===== config.mk =====
export PLATFORM = sky130hd
export DESIGN_NAME = robo_sequenciador_atuadores
export DESIGN_NICKNAME = d
export VERILOG_FILES = /design/src/rtl/robo_sequenciador_atuadores.sv
export SDC_FILE = /design/constraint.sdc
export NUM_CORES = 1
export LEC_CHECK = 0
export CORE_UTILIZATION = 30
export CTS_CLUSTER_SIZE = 14
export DETAILED_ROUTE_END_ITERATION = 10
export GPL_TIMING_DRIVEN = 0
export PLACE_DENSITY = 0.48
export SYNTH_ARGS = -nofsm -noshare
export SYNTH_HDL_FRONTEND = slang
export SYNTH_SLANG_ARGS = --single-unit

===== constraint.sdc =====
create_clock -name clock -period 2.6 [get_ports clock]
set_input_delay 0.39 -clock clock [delete_from_list [all_inputs] [get_ports clock]]
set_output_delay 0.39 -clock clock [all_outputs]
set_load 0.03 [all_outputs]

===== src/rtl/robo_sequenciador_atuadores.sv =====
// ============================================================================
// robo_sequenciador_atuadores: expands navigation command pulses into timed
// wheel/arm actuator sequences, with one pending-command slot.
// Revision: 1.0
// ============================================================================
`default_nettype none

module robo_sequenciador_atuadores #(
    parameter int T_AVANCO = 8,
    parameter int T_GIRO   = 12,
    parameter int T_BRACO  = 4,
    parameter int T_GARRA  = 2,
    parameter int CW       = 8
) (
    input  logic clock,
    input  logic reset,
    input  logic avancar,
    input  logic girar,
    input  logic recolher_entulho,
    input  logic pausa,
    output logic motor_esq,
    output logic motor_dir,
    output logic dir_reversa,
    output logic braco_desce,
    output logic garra_fecha,
    output logic braco_sobe,
    output logic ocupado,
    output logic concluido,
    output logic descartado
);

    typedef enum logic [2:0] {
        OCIOSO      = 3'd0,
        AVANCO      = 3'd1,
        GIRO        = 3'd2,
        BRACO_DESCE = 3'd3,
        GARRA       = 3'd4,
        BRACO_SOBE  = 3'd5
    } estado_t;

    localparam logic [1:0] C_CMD_AVANCO  = 2'd0;
    localparam logic [1:0] C_CMD_GIRO    = 2'd1;
    localparam logic [1:0] C_CMD_RECOLHE = 2'd2;

    localparam logic [CW-1:0] C_CARGA_AVANCO = CW'(T_AVANCO - 1);
    localparam logic [CW-1:0] C_CARGA_GIRO   = CW'(T_GIRO - 1);
    localparam logic [CW-1:0] C_CARGA_BRACO  = CW'(T_BRACO - 1);
    localparam logic [CW-1:0] C_CARGA_GARRA  = CW'(T_GARRA - 1);

    estado_t       estado_q;
    logic [CW-1:0] cnt_q;
    logic          pend_v_q;
    logic [1:0]    pend_cmd_q;
    logic          concluido_q;
    logic          descartado_q;

    logic       w_cmd_v;
    logic [1:0] w_cmd;
    logic       w_perde_simul;
    logic       w_fim_seq;

    function automatic estado_t estado_de(input logic [1:0] cmd);
        case (cmd)
            C_CMD_RECOLHE: estado_de = BRACO_DESCE;
            C_CMD_GIRO:    estado_de = GIRO;
            default:       estado_de = AVANCO;
        endcase
    endfunction

    function automatic logic [CW-1:0] carga_de(input logic [1:0] cmd);
        case (cmd)
            C_CMD_RECOLHE: carga_de = C_CARGA_BRACO;
            C_CMD_GIRO:    carga_de = C_CARGA_GIRO;
            default:       carga_de = C_CARGA_AVANCO;
        endcase
    endfunction

    // Priority: recolher_entulho > girar > avancar; losers in the same cycle are dropped.
    assign w_cmd_v       = avancar | girar | recolher_entulho;
    assign w_cmd         = recolher_entulho ? C_CMD_RECOLHE :
                           girar            ? C_CMD_GIRO    : C_CMD_AVANCO;
    assign w_perde_simul = (recolher_entulho & (girar | avancar)) | (girar & avancar);
    assign w_fim_seq     = (cnt_q == '0) && !pausa &&
                           ((estado_q == AVANCO) || (estado_q == GIRO) || (estado_q == BRACO_SOBE));

    always_ff @(posedge clock or posedge reset) begin
        if (reset) begin
            estado_q     <= OCIOSO;
            cnt_q        <= '0;
            pend_v_q     <= 1'b0;
            pend_cmd_q   <= C_CMD_AVANCO;
            concluido_q  <= 1'b0;
            descartado_q <= 1'b0;
        end else begin
            concluido_q  <= 1'b0;
            descartado_q <= w_perde_simul;
            if (estado_q == OCIOSO) begin
                if (w_cmd_v) begin
                    estado_q <= estado_de(w_cmd);
                    cnt_q    <= carga_de(w_cmd);
                end
            end else begin
                // A command in the final cycle with an empty slot starts directly below.
                if (w_cmd_v) begin
                    if (pend_v_q) begin
                        descartado_q <= 1'b1;
                    end else if (!w_fim_seq) begin
                        pend_v_q   <= 1'b1;
                        pend_cmd_q <= w_cmd;
                    end
                end
                if (!pausa) begin
                    if (cnt_q != '0) begin
                        cnt_q <= cnt_q - 1'b1;
                    end else begin
                        case (estado_q)
                            BRACO_DESCE: begin
                                estado_q <= GARRA;
                                cnt_q    <= C_CARGA_GARRA;
                            end
                            GARRA: begin
                                estado_q <= BRACO_SOBE;
                                cnt_q    <= C_CARGA_BRACO;
                            end
                            default: begin
                                concluido_q <= 1'b1;
                                if (pend_v_q) begin
                                    estado_q <= estado_de(pend_cmd_q);
                                    cnt_q    <= carga_de(pend_cmd_q);
                                    pend_v_q <= 1'b0;
                                end else if (w_cmd_v) begin
                                    estado_q <= estado_de(w_cmd);
                                    cnt_q    <= carga_de(w_cmd);
                                end else begin
                                    estado_q <= OCIOSO;
                                end
                            end
                        endcase
                    end
                end
            end
        end
    end

    assign motor_esq   = ((estado_q == AVANCO) || (estado_q == GIRO)) && !pausa;
    assign motor_dir   = ((estado_q == AVANCO) || (estado_q == GIRO)) && !pausa;
    assign dir_reversa = (estado_q == GIRO) && !pausa;
    assign braco_desce = (estado_q == BRACO_DESCE) && !pausa;
    assign garra_fecha = (estado_q == GARRA) && !pausa;
    assign braco_sobe  = (estado_q == BRACO_SOBE) && !pausa;
    assign ocupado     = (estado_q != OCIOSO);
    assign concluido   = concluido_q;
    assign descartado  = descartado_q;

endmodule

`default_nettype wire

==> metrics.md, run 1 <==
| Metric | Value |
|---|---|
| Outcome | `completed` |
| Final nets | `171` |
| Routed wire length | `2870 um` |
| Clock buffer count from CTS | `3` |
| Syn_area_per_cell | `7.91 um2` |
| Max-Slew Margin vs Limit | `57.0%` |
| Clock Sinks | `16` |
| Min-Delay Path Class | `reg2reg` |
| CTS tree | `yes` |
| Max Transition Viols Final | `0` |
| Core area | `0.00366 mm2` |
| Ys async rst share | `100%` |
| CP arrival | `2.09 ns` |
| Clock-pin slew on the worst setup and hold paths | `0.06 ns` |
| Non-filler cells, final | `208` |
| Post-synthesis register bit count | `16` |
| Initial Util | `31.1%` |
| CP required | `2.21 ns` |
| Total track usage | `16.2%` |
| Cell Area, Synth | `0.00114 mm2` |
| Power density over cell area | `1100 mW/mm2` |
| Number of global-route vias before repair | `1072` |
| Root buf cell | `clkbuf_8` |
| Seq/Total Area, Yosys | `35.2%` |
| Final Hold Fails | `0` |
| Fin crit period | `2.48 ns` |
| CTS max path bufs | `2` |
| Met2 Use GR | `24.7%` |
| Element type at the critical path start | `primary input` |
| CP Max Fanout | `10` |
| Worst Tran Pin Value | `0.645 ns` |
| Critical path origin | `pausa` |
| Worst path cell trace | `clkdlybuf4s50_1 > clkbuf_1 > nand2b_1 > nor2_1 > clkdlybuf4s50_1` |
| Top-Level Pins | `15` |
| Slowest cell on crit path | `clkdlybuf4s50_1` |
| Remaining antenna violation count | `0` |
| Synth top area share | `35.2%` |
| H-tree lvl count | `1` |
| Top FF cell, synth | `dfrtp_1` |
| Hpwl dp | `2140 um` |
| WHS | `0.480 ns` |
| Largest stage delay, worst path | `0.58 ns` |
| RSZ-0062 raised after global routing | `no` |
| # port buffers | `12` |
| WL per Instance | `13.8 um` |
| Critical path class | `in2out` |
| Final Skew | `0.00201 ns` |
| # setup viols final | `0` |
| Vias/cell | `5.19` |
| Die width | `63.6 um` |
| Die span in y | `63.6 um` |
| Worst vdd ir | `420 uV` |
| Pre-antenna DRT Iters | `4` |
| Largest net degree at the start of global routing | `17` |
| Cell count after placement | `204` |
| FF-to-FF Start | `cnt_q[1]$_DFFE_PP0P_` |
| Worst setup margin | `0.118 ns` |
| Commonest cells post-synth | `dfrtp_1 (16), nor2_1 (14), nand2_1 (13)` |
| Grt total ovfl | `0` |
| Met3 Use GR | `3.26%` |
| Area contributors post-synth | `dfrtp_1 (35%), o21ai_0 (5.3%), nor2_1 (4.6%)` |
| Max Cap Viol | `0` |
| Critical path capture point type | `primary output` |
| Post-Syn Nets | `153` |
| DP Worst Slack | `-0.0658 ns` |
| # rows | `22` |
| Post-route DRC violation count | `0` |
| Routability cong. | `0.803` |
| Post-CTS Hold Buffers | `0` |
| Fmax | `403 MHz` |
| Leak Pwr | `0.000562 uW` |
| Fin crit share | `95.5%` |
| Initial antenna violation count | `0` |
| Area of the die | `0.00405 mm2` |
| CP dominant cell by count | `clkdlybuf4s50_1` |
| Hold Crit Start | `pend_cmd_q[1]$_DFFE_PP0P_` |
| Gate Count Post-Synth | `144` |
| Yosys cell types | `38` |
| GRT met1 Usage | `21.6%` |
| Vias post-DR | `1080` |
| Count leader, synth | `dfrtp_1` |
| Share of layout cells above drive strength 1 | `8.13%` |
| GR peak layer | `met2` |
| Clock Latency Late Sink | `0.25 ns` |
| ANT cells | `0` |
| EDFF count, synth | `0` |
| P&R area growth vs syn | `20.8%` |
| DRT iter0 DRCs | `34` |
| Yosys top cell by area | `dfrtp_1` |
| First-pass GRT wire length | `5090 um` |
| Synth Warn # | `0` |
repair_timing:
item,4_1_cts,5_1_grt
resized for setup,4,1
buffers inserted,1,0
setup endpoints to repair,3,1
pin swaps,1,0
hold endpoints to repair,0,0
power by group:
part	total, uW	internal (uW)	switching, uW
Clock	195	103	91.4
Sequential	455	349	106
Combinational	857	353	504
Total	1510	805	702
area by class of cell:
type	count	area, um2
Inverter	8	30.0
Fill cell	384	2290
Clock buffer	3	41.3
Buffer	9	40.0
Tap cell	48	60.1
Timing Repair Buffer	13	128
Multi-Input combinational cell	111	676
Sequential cell	16	400
layer usage:
layer  part of all wire, %  wire [um]
met3                   2.9         82
met5                     0          0
met4                   2.2         63
met2                    45       1300
met1                    50       1430
worst paths after layout:
path                       cells past startpoint  slack [ns]                   endpoint
setup / recovery                               5        0.12                 braco_sobe
max in group asynchronous                      2        1.67    estado_q[2]$_DFFE_PP0P_
hold reg to reg                                2        0.48  pend_cmd_q[1]$_DFFE_PP0P_
hold / removal                                 2        0.48  pend_cmd_q[1]$_DFFE_PP0P_
min in group asynchronous                      2        0.52       cnt_q[2]$_DFFE_PP0P_
setup reg to reg                               6        0.21  pend_cmd_q[0]$_DFFE_PP0P_
metrics by stage:
step | instance area, um2 | setup TNS, ns | utilization, % | total power [uW]
6_report | 1380 | 0 | 37.6 | 1510
5_1_grt | 1380 | 0 | 37.6 | 1640
4_1_cts | 1370 | 0 | 37.5 | 1510
3_5_place_dp | 1320 | -0.115 | 36.0 | 1300
3_3_place_gp | 1320 | -0.0386 | 36.0 | 1290
2_1_floorplan | 1140 | 0 | - | 1060
critical path, delay by kind of cell:
family	cells	cell delay [ns]
AND/OR/NAND/NOR	2	0.23
buffers and inverters	3	1.47
cell usage in the layout (no fill, tap or decap), types with 2 or more instances in the layout:
cell type         n
ha_1              3
o21ai_0          12
nor2_1           14
clkbuf_8          3
or2_2             2
clkbuf_1          6
buf_4             2
o21a_1            2
or3_1             3
dlygate4sd2_1     2
nand2b_1          4
a211oi_1          3
nor3_1           10
nand2_1          13
nor2b_1           5
a21oi_1           8
a21o_1            3
a22o_1            3
a31oi_1           5
o22ai_1           3
clkdlybuf4s50_1   9
dfrtp_1          16
nor4_1            2
xnor2_1           2
inv_1             7
cells by family (layout without fill, tap and decap cells):
logic type	after synthesis	in the layout	synth area share [%]
AND/OR/NAND/NOR	57	57	24.9
adder cells (fa/ha/maj)	3	3	3.30
flip-flops	16	16	35.2
AO/OA/AOI/OAI	47	47	27.1
multiplexers	2	2	1.87
buffers and inverters	17	33	6.04
XOR/XNOR	2	2	1.54
flip-flops by register name (all words and copies together), names as in the netlist:
register    cells
cnt_q           8
concluido       1
descartado      1
estado_q        3
pend_cmd_q      2
pend_v_q        1
Note: power is estimated with default switching activity, not from simulation.
==> run 2: changes to the inputs <==
Settings changed: CORE_MARGIN from default to 2, SLEW_MARGIN from default to 20.
==> metrics.md, run 2 (synthesized netlist as in run 1, its figures left out) <==
| Metric | Value |
|---|---|
| Worst path cell trace | `clkbuf_1 > nor3_4 > clkinv_2 > clkdlybuf4s50_1` |
| Max reg flops | `8` |
| Die span in y | `65.6 um` |
| Total track usage | `15.8%` |
| Hpwl dp | `2150 um` |
| Uppermost routed layer | `met4` |
| Number of global-route vias before repair | `1069` |
| Non-filler cells, final | `210` |
| Commonest non-fill, non-tap cell in the layout | `dfrtp_1` |
| Leak Pwr | `0.000563 uW` |
| Delay-heaviest family, CP | `buffers and inverters` |
| Post-CTS Hold Buffers | `0` |
| Worst setup margin | `0.131 ns` |
| Largest net degree at the start of global routing | `17` |
| Final nets | `172` |
| Critical path class | `reg2out` |
| Remaining antenna violation count | `0` |
| ANT cells | `0` |
| Largest stage delay, worst path | `0.64 ns` |
| Area of the die | `0.00430 mm2` |
| Fmax | `405 MHz` |
| Final Skew | `0.00287 ns` |
| Post-route DRC violation count | `0` |
| Vias/cell | `5.30` |
| Die width | `65.6 um` |
| DRT iter0 DRCs | `27` |
| Clock-pin slew on the worst setup and hold paths | `0.07 ns` |
| Clock Latency Late Sink | `0.26 ns` |
| WL per Instance | `14.0 um` |
| Final Hold Fails | `0` |
| Critical path capture point type | `primary output` |
| Fin crit share | `95.0%` |
| Critical path depth | `4` |
| Worst Tran Pin Value | `0.627 ns` |
| Slowest cell on crit path | `clkdlybuf4s50_1` |
| Initial Util | `31.1%` |
| CP required | `2.21 ns` |
| RR Endpoint | `pend_cmd_q[0]$_DFFE_PP0P_` |
| Initial antenna violation count | `0` |
| FF-to-FF Start | `cnt_q[0]$_DFFE_PP0P_` |
| Post-Route M1 WL | `1460 um` |
| CTS max path bufs | `2` |
| Pre-antenna DRT Iters | `4` |
| Worst path bufs/invs | `3` |
| Outcome | `completed` |
| Register-to-register setup slack | `0.21 ns` |
| Core area | `0.00366 mm2` |
| Hold Crit Start | `pend_cmd_q[1]$_DFFE_PP0P_` |
| Clock Sinks | `16` |
| CTS tree | `yes` |
| Most flops, register | `cnt_q` |
| WHS | `0.484 ns` |
| P&R area growth vs syn | `22.6%` |
| CP Max Fanout | `10` |
| Commonest non-fill, non-tap cells in the layout | `dfrtp_1 (16), nor2_1 (14), nand2_1 (13)` |
| Grt total ovfl | `0` |
| Clock buffer count from CTS | `3` |
| Max Cap Viol | `0` |
| DR WL met3 | `58 um` |
| Critical path origin | `estado_q[2]$_DFFE_PP0P_` |
| RSZ-0062 raised after global routing | `no` |
| DP Worst Slack | `-0.0138 ns` |
| Share of layout cells above drive strength 1 | `10.5%` |
| Max-Slew Margin vs Limit | `58.1%` |
| Min-Delay Path Class | `reg2reg` |
| Cell count after placement | `204` |
| # setup viols final | `0` |
| # rows | `22` |
| Top-Level Pins | `15` |
| Fin crit period | `2.47 ns` |
| Element type at the critical path start | `register` |
| Reg2Reg Depth | `6` |
| Vias post-DR | `1114` |
| # port buffers | `12` |
| Routed wire length | `2940 um` |
| Max Transition Viols Final | `0` |
| Root buf cell | `clkbuf_8` |
| WL met2 | `1360 um` |
| CP Capture Point | `ocupado` |
| CP arrival | `2.08 ns` |
| Worst vdd ir | `326 uV` |
| H-tree lvl count | `1` |
| Top Registers | `cnt_q x8, estado_q x3, pend_cmd_q x2` |
| Routability cong. | `0.811` |
| Power density over cell area | `1120 mW/mm2` |
| First-pass GRT wire length | `5160 um` |
## run 2: worst min-delay path by stage
| stage | to | slack [ns] | depth (start not counted) |
|---|---|---|---|
| floorplan | cnt_q[0]$_DFFE_PP0P_ | 0.30 | 1 |
| global placement | pend_cmd_q[1]$_DFFE_PP0P_ | 0.47 | 2 |
| detailed placement | pend_cmd_q[1]$_DFFE_PP0P_ | 0.47 | 2 |
| CTS | pend_cmd_q[1]$_DFFE_PP0P_ | 0.49 | 2 |
| global route | pend_cmd_q[0]$_DFFE_PP0P_ | 0.54 | 1 |
| finish | pend_cmd_q[1]$_DFFE_PP0P_ | 0.48 | 2 |
## run 2: what timing repair did
item,4_1_cts,5_1_grt
endpoints found under the hold margin,0,0
resized for setup,5,2
pin swaps,0,1
endpoints found under the setup margin,3,5
buffers inserted,0,2
## run 2: layout make-up
type                            instances  area [um2]
Timing Repair Buffer                   14         133
Sequential cell                        16         400
Tap cell                               48        60.1
Multi-Input combinational cell        111         676
Fill cell                             397        2260
Clock buffer                            4        55.1
Inverter                                8        31.3
Buffer                                  9        41.3
## run 2: through the flow
step	instance area, um2	total power, uW	util, %	setup TNS, ns
final	1400	1560	38.1	0
after global routing	1400	1700	38.1	0
after CTS	1380	1550	37.7	0
after detailed placement	1320	1300	36.0	-0.0209
after global placement	1320	1290	36.0	-0.0378
after floorplan	1140	1060	-	0
## run 2: per-layer routing
layer  up-vias  global-route usage (%)
met2        17                    24.9
met4         0                    7.81
met3         5                    2.05
met5         -                       0
met1       534                    21.3
li1        558                       -
## run 2: tightest hold or removal path, cell delays in order, from the launching register on
cell	delay, ns
dfrtp_1	0.35
nand2_1	0.05
o21ai_0	0.06
## run 2: power breakdown
part / leakage [uW] / switching, uW / internal, uW
clock network: 0.0000288 / 98.7 / 135
logic: 0.000338 / 509 / 362
registers: 0.000196 / 106 / 349
==> run 3: changes to the inputs <==
==> constraint.sdc (replaced) <==
create_clock -name clock -period 2.6 [get_ports clock]
set_input_delay 0.39 -clock clock [delete_from_list [all_inputs] [get_ports clock]]
set_output_delay 0.39 -clock clock [all_outputs]
set_load 0.05 [all_outputs]
==> metrics.md, run 3 (synthesized netlist as in run 1, its figures left out) <==
| Metric | Value |
|---|---|
| Area of the die | `0.00430 mm2` |
| Vias/cell | `5.18` |
| Clock Sinks | `16` |
| Switching Share | `48.0%` |
| DRT iter0 DRCs | `45` |
| Grt total ovfl | `0` |
| Fin Setup TNS | `0 ns` |
| Critical path class | `reg2out` |
| Fmax | `412 MHz` |
| Clock-pin slew on the worst setup and hold paths | `0.06 ns` |
| Register-to-register setup slack | `0.26 ns` |
| Power density over cell area | `1130 mW/mm2` |
| RSZ-0062 raised after global routing | `no` |
| H-tree lvl count | `1` |
| Comb power frac | `59.2%` |
| Final Skew | `0.000848 ns` |
| Max-Slew Margin vs Limit | `56.2%` |
| CP arrival | `2.04 ns` |
| Final nets | `174` |
| CP Max Fanout | `10` |
| Fin crit share | `93.4%` |
| Outcome | `completed` |
| Vias post-DR | `1093` |
| Worst vdd ir | `416 uV` |
| Total track usage | `14.3%` |
| Routability cong. | `0.937` |
| Min-Delay Path Class | `reg2reg` |
| Number of global-route vias before repair | `965` |
| Pre-antenna DRT Iters | `4` |
| Critical path capture point type | `primary output` |
| Max reg flops | `8` |
| Largest net degree at the start of global routing | `17` |
| Number of fill cells in the layout | `399` |
| Most flops, register | `cnt_q` |
| Hold path endpoint | `pend_cmd_q[1]$_DFFE_PP0P_` |
| Top-Level Pins | `15` |
| Remaining antenna violation count | `0` |
| Psw | `759 uW` |
| WHS | `0.480 ns` |
| Reg2Reg Depth | `6` |
| Core area | `0.00366 mm2` |
| # setup viols final | `0` |
| Root buf cell | `clkbuf_8` |
| Share of layout cells above drive strength 1 | `9.82%` |
| Routed wire length | `2870 um` |
| Non-filler cells, final | `211` |
| Clock buffer count from CTS | `3` |
| Clock Latency Late Sink | `0.25 ns` |
| Post-route DRC violation count | `0` |
| CP required | `2.21 ns` |
| Top Registers | `cnt_q x8, estado_q x3, pend_cmd_q x2` |
| WL per Instance | `13.6 um` |
| Max Transition Viols Final | `0` |
| CTS max path bufs | `2` |
| Commonest non-fill, non-tap cells in the layout | `dfrtp_1 (16), nor2_1 (14), nand2_1 (13)` |
| CTS tree | `yes` |
| First-pass GRT wire length | `4730 um` |
| # port buffers | `12` |
| Initial antenna violation count | `0` |
| # rows | `22` |
| Cell count after placement | `204` |
| Final Hold Fails | `0` |
| RR Endpoint | `pend_cmd_q[0]$_DFFE_PP0P_` |
| Die width | `65.6 um` |
| Hpwl dp | `2140 um` |
| Worst Tran Pin Value | `0.656 ns` |
| Die span in y | `65.6 um` |
| Hold Crit Start | `pend_cmd_q[1]$_DFFE_PP0P_` |
| Leak Pwr | `0.000603 uW` |
| Fin crit period | `2.43 ns` |
| Initial Util | `31.1%` |
| Final Power | `1580 uW` |
| FF-to-FF Start | `cnt_q[1]$_DFFE_PP0P_` |
| Reg power frac | `28.7%` |
| Max Cap Viol | `0` |
| P&R area growth vs syn | `23.0%` |
| P_int | `821 uW` |
| Clk pwr share | `12.0%` |
| Element type at the critical path start | `register` |
| ANT cells | `0` |
| Commonest non-fill, non-tap cell in the layout | `dfrtp_1` |
| Hold path depth | `2` |
==> run 3: cell types whose count changed in the layout (fill, tap and decap cells not counted), moves of 2 or more <==
cell | before | now
dlygate4sd2_1 | 2 | 5
dlymetal6s2s_1 | 0 | 2
clkbuf_2 | 2 | 0
clkbuf_1 | 5 | 7
buf_4 | 3 | 5
clkdlybuf4s50_1 | 10 | 5
==> run 3: cell type report <==
class	count	area [um2]	area share, %
multi-input cells	111	681	48.6
flip-flops and latches	16	400	28.6
repair buffers	16	149	10.6
well taps	48	60.1	4.29
clock buffers	3	41.3	2.95
plain buffers	9	38.8	2.77
inverters	8	30.0	2.14
==> run 3: how the worst max path moves through the flow <==
stage | start | end | depth (start not counted)
6_report | estado_q[0]$_DFFE_PP0P_ | motor_esq | 5
3_3_place_gp | estado_q[2]$_DFFE_PP0P_ | ocupado | 4
3_5_place_dp | estado_q[2]$_DFFE_PP0P_ | ocupado | 4
5_1_grt | estado_q[0]$_DFFE_PP0P_ | motor_esq | 5
4_1_cts | estado_q[2]$_DFFE_PP0P_ | ocupado | 4
2_1_floorplan | estado_q[0]$_DFFE_PP0P_ | motor_esq | 4
==> run 3: timing repair <==
| action | in CTS | in global routing |
|---|---|---|
| pin swaps | 0 | 1 |
| gates resized for setup | 6 | 2 |
| buffers inserted | 0 | 4 |
| endpoints found under the setup margin | 4 | 3 |
| hold buffers | 0 | 0 |
==> run 3: power groups by stage <==
| stage | clock network (uW) | registers, uW | logic, uW |
|---|---|---|---|
| final | 190 | 454 | 936 |
| after global routing | 204 | 476 | 1030 |
| after CTS | 198 | 452 | 903 |
| after detailed placement | 0 | 450 | 910 |
| after global placement | 0 | 451 | 902 |
| after floorplan | 0 | 457 | 668 |
==> run 3: through the flow <==
| step | setup WS [ns] | cell area (um2) | utilization, % |
|---|---|---|---|
| floorplan | 0.393 | 1140 | - |
| global placement | -0.193 | 1320 | 36.2 |
| detailed placement | -0.222 | 1320 | 36.2 |
| CTS | 0.0226 | 1370 | 37.3 |
| global route | 0.0322 | 1400 | 38.2 |
| finish | 0.172 | 1400 | 38.2 |
==> run 3: critical path, cell delays in order, from the launching register on <==
cell	delay, ns
dfrtp_1	0.39
clkbuf_1	0.35
nand2b_1	0.17
a211oi_2	0.23
buf_4	0.14
dlygate4sd2_1	0.51
==> run 3: layer usage <==
layer | GRT usage (%) | vias up | share of wire, %
met3 | 2.40 | 6 | 3.5
li1 | - | 558 | -
met5 | 0 | - | 0
met2 | 20.3 | 21 | 42
met1 | 21.4 | 508 | 53
met4 | 5.73 | 0 | 1.4
